### src/rtl/spi_flash_stream_reader_pkg.sv
// Shared definitions for the flash stream reader: spi_top slave register map, status bits,
// FSM and access-kind encodings, and the READ header byte selector.
package spi_flash_stream_reader_pkg;

    localparam logic [11:0] REG_TX     = 12'h008;
    localparam logic [11:0] REG_RX     = 12'h00C;
    localparam logic [11:0] REG_STATUS = 12'h010;
    localparam logic [11:0] REG_CS     = 12'h014;

    localparam int ST_BSY = 0;
    localparam int ST_TFE = 1;
    localparam int ST_TFF = 2;
    localparam int ST_RNE = 3;
    localparam int ST_RF  = 4;

    localparam logic [7:0]  CMD_READ_DEFAULT = 8'h03;
    localparam logic [16:0] HDR_BYTES        = 17'd4;

    typedef enum logic [2:0] {
        S_IDLE,
        S_CS_LO,
        S_ISSUE,
        S_BUSWAIT,
        S_CS_HI
    } state_e;

    typedef enum logic [2:0] {
        ACC_CS_LO,
        ACC_TX,
        ACC_STATUS,
        ACC_RX,
        ACC_CS_HI
    } acc_e;

    // Byte 0 is the opcode, bytes 1..3 the big-endian address, everything after is filler.
    function automatic logic [7:0] tx_byte(input logic [16:0] idx, input logic [23:0] addr,
                                           input logic [7:0] cmd, input logic [7:0] dummy);
        logic [7:0] b;
        case (idx)
            17'd0:   b = cmd;
            17'd1:   b = addr[23:16];
            17'd2:   b = addr[15:8];
            17'd3:   b = addr[7:0];
            default: b = dummy;
        endcase
        return b;
    endfunction

endpackage

### src/rtl/spi_flash_stream_reader_bus_port.sv
// Single-access register-bus master: captures one request, holds it on the bus until the
// slave acknowledges, then releases bus_valid for at least one cycle.
module spi_flash_stream_reader_bus_port
    import spi_flash_stream_reader_pkg::*;
(
    input  logic        clk,
    input  logic        rstn,
    input  logic        req,
    input  logic [11:0] req_addr,
    input  logic [31:0] req_wdata,
    input  logic        req_write,
    output logic [11:0] bus_addr,
    output logic [31:0] bus_wdata,
    output logic [3:0]  bus_wstrb,
    output logic        bus_valid,
    input  logic        bus_ready,
    input  logic [31:0] bus_rdata,
    output logic        ack,
    output logic [7:0]  rdata
);

    logic [11:0] addr_q,  addr_d;
    logic [31:0] wdata_q, wdata_d;
    logic [3:0]  wstrb_q, wstrb_d;
    logic        valid_q, valid_d;
    logic        unused_rdata_hi;

    always_comb begin
        addr_d  = addr_q;
        wdata_d = wdata_q;
        wstrb_d = wstrb_q;
        valid_d = valid_q;
        if (valid_q && bus_ready) begin
            valid_d = 1'b0;
        end else if (req && !valid_q) begin
            addr_d  = req_addr;
            wdata_d = req_wdata;
            wstrb_d = req_write ? 4'h1 : 4'h0;
            valid_d = 1'b1;
        end
    end

    always_ff @(posedge clk or negedge rstn) begin
        if (!rstn) begin
            addr_q  <= '0;
            wdata_q <= '0;
            wstrb_q <= '0;
            valid_q <= 1'b0;
        end else begin
            addr_q  <= addr_d;
            wdata_q <= wdata_d;
            wstrb_q <= wstrb_d;
            valid_q <= valid_d;
        end
    end

    assign bus_addr        = addr_q;
    assign bus_wdata       = wdata_q;
    assign bus_wstrb       = wstrb_q;
    assign bus_valid       = valid_q;
    assign ack             = valid_q & bus_ready;
    // Only the low byte of any slave register is meaningful to this master.
    assign rdata           = bus_rdata[7:0];
    assign unused_rdata_hi = ^bus_rdata[31:8];

endmodule

### src/rtl/spi_flash_stream_reader.sv
// Drives spi_top through a serial-flash READ and streams the returned data bytes out on a
// valid/ready port, throttling TX so the 8-deep RX FIFO can never overflow.
module spi_flash_stream_reader
    import spi_flash_stream_reader_pkg::*;
#(
    parameter int         MAX_OUTSTANDING = 4,
    parameter logic [7:0] CMD_READ        = CMD_READ_DEFAULT,
    parameter logic [7:0] DUMMY_TX        = 8'hFF
) (
    input  logic        clk,
    input  logic        rstn,
    input  logic        start,
    input  logic [23:0] flash_addr,
    input  logic [15:0] len,
    output logic        busy,
    output logic        done,
    output logic [7:0]  m_data,
    output logic        m_valid,
    input  logic        m_ready,
    output logic [11:0] bus_addr,
    output logic [31:0] bus_wdata,
    output logic [3:0]  bus_wstrb,
    output logic        bus_valid,
    input  logic        bus_ready,
    input  logic [31:0] bus_rdata
);

    state_e      state_q, state_d;
    acc_e        acc_q, acc_d;
    logic [23:0] addr_q, addr_d;
    logic [16:0] total_q, total_d;
    logic [16:0] tx_cnt_q, tx_cnt_d;
    logic [16:0] rx_cnt_q, rx_cnt_d;
    logic        rx_pending_q, rx_pending_d;
    logic        busy_q, busy_d;
    logic        done_q, done_d;
    logic        m_valid_q, m_valid_d;
    logic [7:0]  m_data_q, m_data_d;

    logic        req;
    logic [11:0] req_addr;
    logic [31:0] req_wdata;
    logic        req_write;
    logic        ack;
    logic [7:0]  rdata;
    logic        slot_free;
    logic [16:0] outstanding;

    assign slot_free   = !m_valid_q || m_ready;
    assign outstanding = tx_cnt_q - rx_cnt_q;

    always_comb begin
        state_d      = state_q;
        acc_d        = acc_q;
        addr_d       = addr_q;
        total_d      = total_q;
        tx_cnt_d     = tx_cnt_q;
        rx_cnt_d     = rx_cnt_q;
        rx_pending_d = rx_pending_q;
        busy_d       = busy_q;
        done_d       = 1'b0;
        m_data_d     = m_data_q;
        m_valid_d    = m_valid_q && !m_ready;
        req          = 1'b0;
        req_addr     = REG_STATUS;
        req_wdata    = '0;
        req_write    = 1'b0;

        case (state_q)
            S_IDLE: begin
                if (start && len != 16'd0) begin
                    addr_d       = flash_addr;
                    total_d      = {1'b0, len} + HDR_BYTES;
                    tx_cnt_d     = '0;
                    rx_cnt_d     = '0;
                    rx_pending_d = 1'b0;
                    busy_d       = 1'b1;
                    state_d      = S_CS_LO;
                end else if (start) begin
                    done_d = 1'b1;
                end
            end
            S_CS_LO: begin
                req       = 1'b1;
                req_addr  = REG_CS;
                req_write = 1'b1;
                acc_d     = ACC_CS_LO;
                state_d   = S_BUSWAIT;
            end
            S_ISSUE: begin
                // The last data byte must leave the output register before CS is released.
                if (rx_cnt_q == total_q) begin
                    if (!m_valid_q) state_d = S_CS_HI;
                end else if (rx_pending_q && slot_free) begin
                    req      = 1'b1;
                    req_addr = REG_RX;
                    acc_d    = ACC_RX;
                    state_d  = S_BUSWAIT;
                end else if (tx_cnt_q < total_q && outstanding < 17'(MAX_OUTSTANDING)) begin
                    req       = 1'b1;
                    req_addr  = REG_TX;
                    req_wdata = {24'd0, tx_byte(tx_cnt_q, addr_q, CMD_READ, DUMMY_TX)};
                    req_write = 1'b1;
                    acc_d     = ACC_TX;
                    state_d   = S_BUSWAIT;
                end else if (!rx_pending_q) begin
                    req      = 1'b1;
                    req_addr = REG_STATUS;
                    acc_d    = ACC_STATUS;
                    state_d  = S_BUSWAIT;
                end
            end
            S_BUSWAIT: begin
                if (ack) begin
                    state_d = S_ISSUE;
                    case (acc_q)
                        ACC_TX:     tx_cnt_d = tx_cnt_q + 17'd1;
                        ACC_STATUS: rx_pending_d = rdata[ST_RNE];
                        ACC_RX: begin
                            rx_cnt_d     = rx_cnt_q + 17'd1;
                            rx_pending_d = 1'b0;
                            if (rx_cnt_q >= HDR_BYTES) begin
                                m_data_d  = rdata;
                                m_valid_d = 1'b1;
                            end
                            if (rx_cnt_d == total_q && !m_valid_d) state_d = S_CS_HI;
                        end
                        ACC_CS_HI: begin
                            done_d  = 1'b1;
                            busy_d  = 1'b0;
                            state_d = S_IDLE;
                        end
                        default: ;
                    endcase
                end
            end
            S_CS_HI: begin
                req       = 1'b1;
                req_addr  = REG_CS;
                req_wdata = 32'd1;
                req_write = 1'b1;
                acc_d     = ACC_CS_HI;
                state_d   = S_BUSWAIT;
            end
            default: state_d = S_IDLE;
        endcase
    end

    always_ff @(posedge clk or negedge rstn) begin
        if (!rstn) begin
            state_q      <= S_IDLE;
            acc_q        <= ACC_STATUS;
            addr_q       <= '0;
            total_q      <= '0;
            tx_cnt_q     <= '0;
            rx_cnt_q     <= '0;
            rx_pending_q <= 1'b0;
            busy_q       <= 1'b0;
            done_q       <= 1'b0;
            m_valid_q    <= 1'b0;
            m_data_q     <= '0;
        end else begin
            state_q      <= state_d;
            acc_q        <= acc_d;
            addr_q       <= addr_d;
            total_q      <= total_d;
            tx_cnt_q     <= tx_cnt_d;
            rx_cnt_q     <= rx_cnt_d;
            rx_pending_q <= rx_pending_d;
            busy_q       <= busy_d;
            done_q       <= done_d;
            m_valid_q    <= m_valid_d;
            m_data_q     <= m_data_d;
        end
    end

    assign busy    = busy_q;
    assign done    = done_q;
    assign m_valid = m_valid_q;
    assign m_data  = m_data_q;

    spi_flash_stream_reader_bus_port u_bus_port (
        .clk       (clk),
        .rstn      (rstn),
        .req       (req),
        .req_addr  (req_addr),
        .req_wdata (req_wdata),
        .req_write (req_write),
        .bus_addr  (bus_addr),
        .bus_wdata (bus_wdata),
        .bus_wstrb (bus_wstrb),
        .bus_valid (bus_valid),
        .bus_ready (bus_ready),
        .bus_rdata (bus_rdata),
        .ack       (ack),
        .rdata     (rdata)
    );

endmodule

### config.mk
export PLATFORM = sky130hd
export DESIGN_NAME = spi_flash_stream_reader
export DESIGN_NICKNAME = d
export VERILOG_FILES = /design/src/rtl/spi_flash_stream_reader_pkg.sv /design/src/rtl/spi_flash_stream_reader_bus_port.sv /design/src/rtl/spi_flash_stream_reader.sv
export SDC_FILE = /design/constraint.sdc
export NUM_CORES = 1
export LEC_CHECK = 0
export ABC_AREA = 1
export CAP_MARGIN = 0
export CORE_MARGIN = 3
export CORE_UTILIZATION = 50
export DETAILED_ROUTE_END_ITERATION = 6
export PLACE_DENSITY = 0.76
export SETUP_SLACK_MARGIN = 0.15
export SYNTH_ARGS = -nofsm -noshare
export SYNTH_HDL_FRONTEND = slang
export SYNTH_SLANG_ARGS = --single-unit
### constraint.sdc
create_clock -name clk -period 3.13 [get_ports clk]
set_input_delay 0.626 -clock clk [delete_from_list [all_inputs] [get_ports clk]]
set_output_delay 0.626 -clock clk [all_outputs]
set_load 0.02 [all_outputs]
==> impl_metrics.csv, run 1 <==
group,metric,value,unit
outcome,status,"completed",
critical_path,critPathMaxStageDelay,0.50,ns
yosys,mappedNetlistArea,8015,sq um
job,max_cap_violations,0,
power_and_ir_drop,p_clk_frac,0.132,
global_routing,grt_pass1_vias,6992,
place,dp.final_hpwl,17060,microns
drt,dr_total_vias,7471,
critical_path,r2r_end,"u_bus_port.bus_wdata[7]",
critical_path,reg2reg_slack,0.34,ns
layout,fin_nets,1327,
layout,area.growth.synth_to_final,16.64,%
yosys,synth.ff_latch_count,106,
layout,final_common_cell,"nand2_1",
clock_network,cts_buffers,9,
global_routing,grt_max_degree,68,
yosys,synth-edff-count,0,
drt,drt_iter0_drc,569,
critical_path,critPathSlowestCell,"dfrtp_1",
timing,final.setup.tns,0,ns
global_routing,track_usage,0.2423,
layout,drive_gt1_frac,0.1020,
place,gp_congestion,0.9837,
clock_network,cts_hold_buf,0,
drt,finalWirelength,21530,microns
timing,slew_violations,0,
critical_path,path_cells,"ha_1, a21oi_1, nand2_1, a21oi_1, nand3b_1, nand2_1, inv_1, a21oi_2, nand3_2, nor2_4, nand3_2, nor2_2, nor2_1, nor2_1",
floorplanning,io_pins,137,
floorplanning,floorplan.initialDensity,0.5195,
critical_path,required,3.42,ns
critical_path,critPathLaunchType,"register",
yosys,syn_area_per_cell,7.131,sq um
power_and_ir_drop,p_leak,4.605,nW
global_routing,grt_antenna_before_repair,0,
timing,fin_crit_sh,0.8905,
drt,route.detailed.drc,0,
clock_network,cts-root-buf,"clkbuf_16",
floorplanning,die_x,132.6,microns
worst_hold_path,hp-class,"in2async",
place,io_buffers,76,
power_and_ir_drop,swShare,0.5098,
timing,hold_viol,0,
timing,slew_headroom,0.4178,
yosys,synth_top_area_cell,"dfrtp_1",
yosys,synthFlopType,"dfrtp_1",
timing,worst_slack,0.3428,ns
yosys,ys_seq_area_frac,0.3311,
yosys,yosys.area.top_type_share,0.3278,
power_and_ir_drop,ir_worst_vdd,0.0004046,V
drt,ant_nets,0,
timing,setup_viol,0,
timing,fin_crit,2.787,ns
drt,avgRoutedWirePerCell,15.09,microns
yosys,netlist_instances,1124,
floorplanning,die_y,132.6,microns
yosys,ys_types,45,
layout,regArea,2658,sq um
power_and_ir_drop,power.switching,4.358,mW
clock_network,cts_buffer_depth,2,
clock_network,htreeDepth,3,
clock_network,cts_tree,"done",
layout,multi_input_comb_area,4498,sq um
global_routing,gr-total-overflow,0,
clock_network,post_cts_buffers,0,
timing,worst_slew_pin_slew,0.8733,ns
layout,final_cell_mix,"281 x nand2_1, 176 x inv_1, 102 x dfrtp_1",
timing,rsz0062_at_grt,"no",
critical_path,reg2reg_depth,14,
yosys,yosys_warnings,0,
global_routing,grt_pass1_wl,34680,microns
layout,fill_cells,1420,
power_and_ir_drop,powerDensity,914.5,nW/um^2
clock_network,clock_latency,0.35,ns
clock_network,cts.reportedPaths.clkPinSlew,0.08,ns
yosys,synth_top_cells_by_area,"dfrtp_1 33%, nand2_1 13%, inv_1 8.4%",
critical_path,end_kind,"register",
yosys,synthArstFlopShare,1.000,
power_and_ir_drop,p_comb_frac,0.608,
place,place_ws,-0.03120,ns
floorplanning,dieArea,17590,sq um
power_and_ir_drop,p_seq_frac,0.260,
place,placed_cells,1410,
critical_path,timing_worst_setup_path_type,"reg2reg",
layout,antenna_cells,0,
clock_network,post_cts_resized,0,
timing,fmax,358.8,MHz
clock_network,cts_sinks,106,
drt,avgViaCountPerCell,5.235,
critical_path,reg2reg_from,"tx_cnt_q[11]",
critical_path,cp_max_fo,7,
critical_path,arrival,3.08,ns
floorplanning,coreArea,15430,sq um
timing,holdWs,0.3584,ns
power_and_ir_drop,power.total,8.549,mW
drt,first_pass_iters,5,
layout,final_cells,1427,
power_and_ir_drop,internal_power,4.191,mW
timing,worst_clock_skew,0.008033,ns
floorplanning,placementRows,45,
layout make-up:
class / instances / area share
timing repair buffer: 95 / 0.09904
clock buffer: 9 / 0.02409
tap: 211 / 0.02824
multi-input combinational: 812 / 0.4811
sequential: 106 / 0.2843
clock inverter: 7 / 0.007762
inverter: 187 / 0.07548
worst max path at each step:
stage / endpoint / startpoint
2_1_floorplan: u_bus_port.bus_wdata[7] / rx_cnt_q[12]
3_3_place_gp: m_data[1] / len[2]
3_5_place_dp: m_data[1] / len[2]
4_1_cts: u_bus_port.bus_wdata[0] / tx_cnt_q[2]
5_1_grt: rx_cnt_q[2] / len[2]
6_report: u_bus_port.bus_wdata[7] / tx_cnt_q[11]
stage by stage:
stage               cell area (sq um)    util
floorplan                        8147       -
global placement                 8977  0.5819
detailed placement               8977  0.5819
CTS                              9275  0.6012
global route                     9349  0.6060
finish                           9349  0.6060
critical path, delay by kind of cell, from the launching register on:
family                   cells  cell delay, ns
flip-flops                   1            0.50
buffers and inverters        1            0.04
AO/OA/AOI/OAI                3            0.65
adder cells (fa/ha/maj)      1            0.42
AND/OR/NAND/NOR              9            1.13
power groups by stage:
stage / registers (mW) / logic (mW) / clock network (mW)
detailed placement: 2.23 / 5.02 / 0
finish: 2.23 / 5.20 / 1.12
global placement: 2.22 / 4.90 / 0
global route: 2.27 / 5.87 / 1.20
floorplan: 2.21 / 3.71 / 0
CTS: 2.21 / 5.05 / 1.15
registers in the layout, indices dropped and copies added, names as in the netlist:
| signal | cells |
|---|---|
| u_bus_port.bus_wdata | 8 |
| u_bus_port.bus_valid | 1 |
| tx_cnt_q | 17 |
| done | 1 |
| addr_q | 24 |
| acc_q | 3 |
| rx_cnt_q | 17 |
| u_bus_port.bus_wstrb | 1 |
| m_valid | 1 |
| rx_pending_q | 1 |
| total_q | 17 |
| u_bus_port.bus_addr | 3 |
| state_q | 3 |
| busy | 1 |
| m_data | 8 |
cells in the mapped netlist (4+ instances only):
cell type,number
o31ai_1,10
nor3_1,27
clkbuf_1,9
a21oi_2,5
o21ai_0,71
nand3_1,50
nand3_2,8
nand3b_1,9
nand4_1,32
dfrtp_1,105
nand2_4,4
xnor2_1,8
nor4_1,11
buf_2,8
a21oi_1,25
o22ai_1,19
xor2_1,32
nand2_1,281
inv_2,8
buf_4,36
nor3_2,4
inv_1,179
o21ai_2,8
nor2_1,79
nor2_2,12
nor2_4,5
nand2_2,12
ha_1,39
cell families after synthesis:
family	Yosys count	synth area share
flip-flops	106	0.3311
XOR/XNOR	40	0.04371
AO/OA/AOI/OAI	152	0.1108
buffers and inverters	242	0.1333
other	1	0.0004679
adder cells (fa/ha/maj)	39	0.06088
AND/OR/NAND/NOR	544	0.3197
metal layers:
layer,GRT usage,wire [microns],vias up
li1,-,-,3725
met1,0.3230,9437,3472
met2,0.4070,10370,237
met3,0.04221,1217,37
met4,0.06871,510,0
met5,0,0,-
Note: power is estimated with default switching activity, not from simulation.
==> run 2, diff against run 1 <==
--- a/config.mk
+++ b/config.mk
@@ -10,6 +10,7 @@
 export CORE_MARGIN = 3
 export CORE_UTILIZATION = 50
 export DETAILED_ROUTE_END_ITERATION = 6
+export HOLD_SLACK_MARGIN = 0.1
 export PLACE_DENSITY = 0.76
 export SETUP_SLACK_MARGIN = 0.15
 export SYNTH_ARGS = -nofsm -noshare
==> results of run 2 <==
No change in the layout: final DEF, timing and power equal those of run 1.
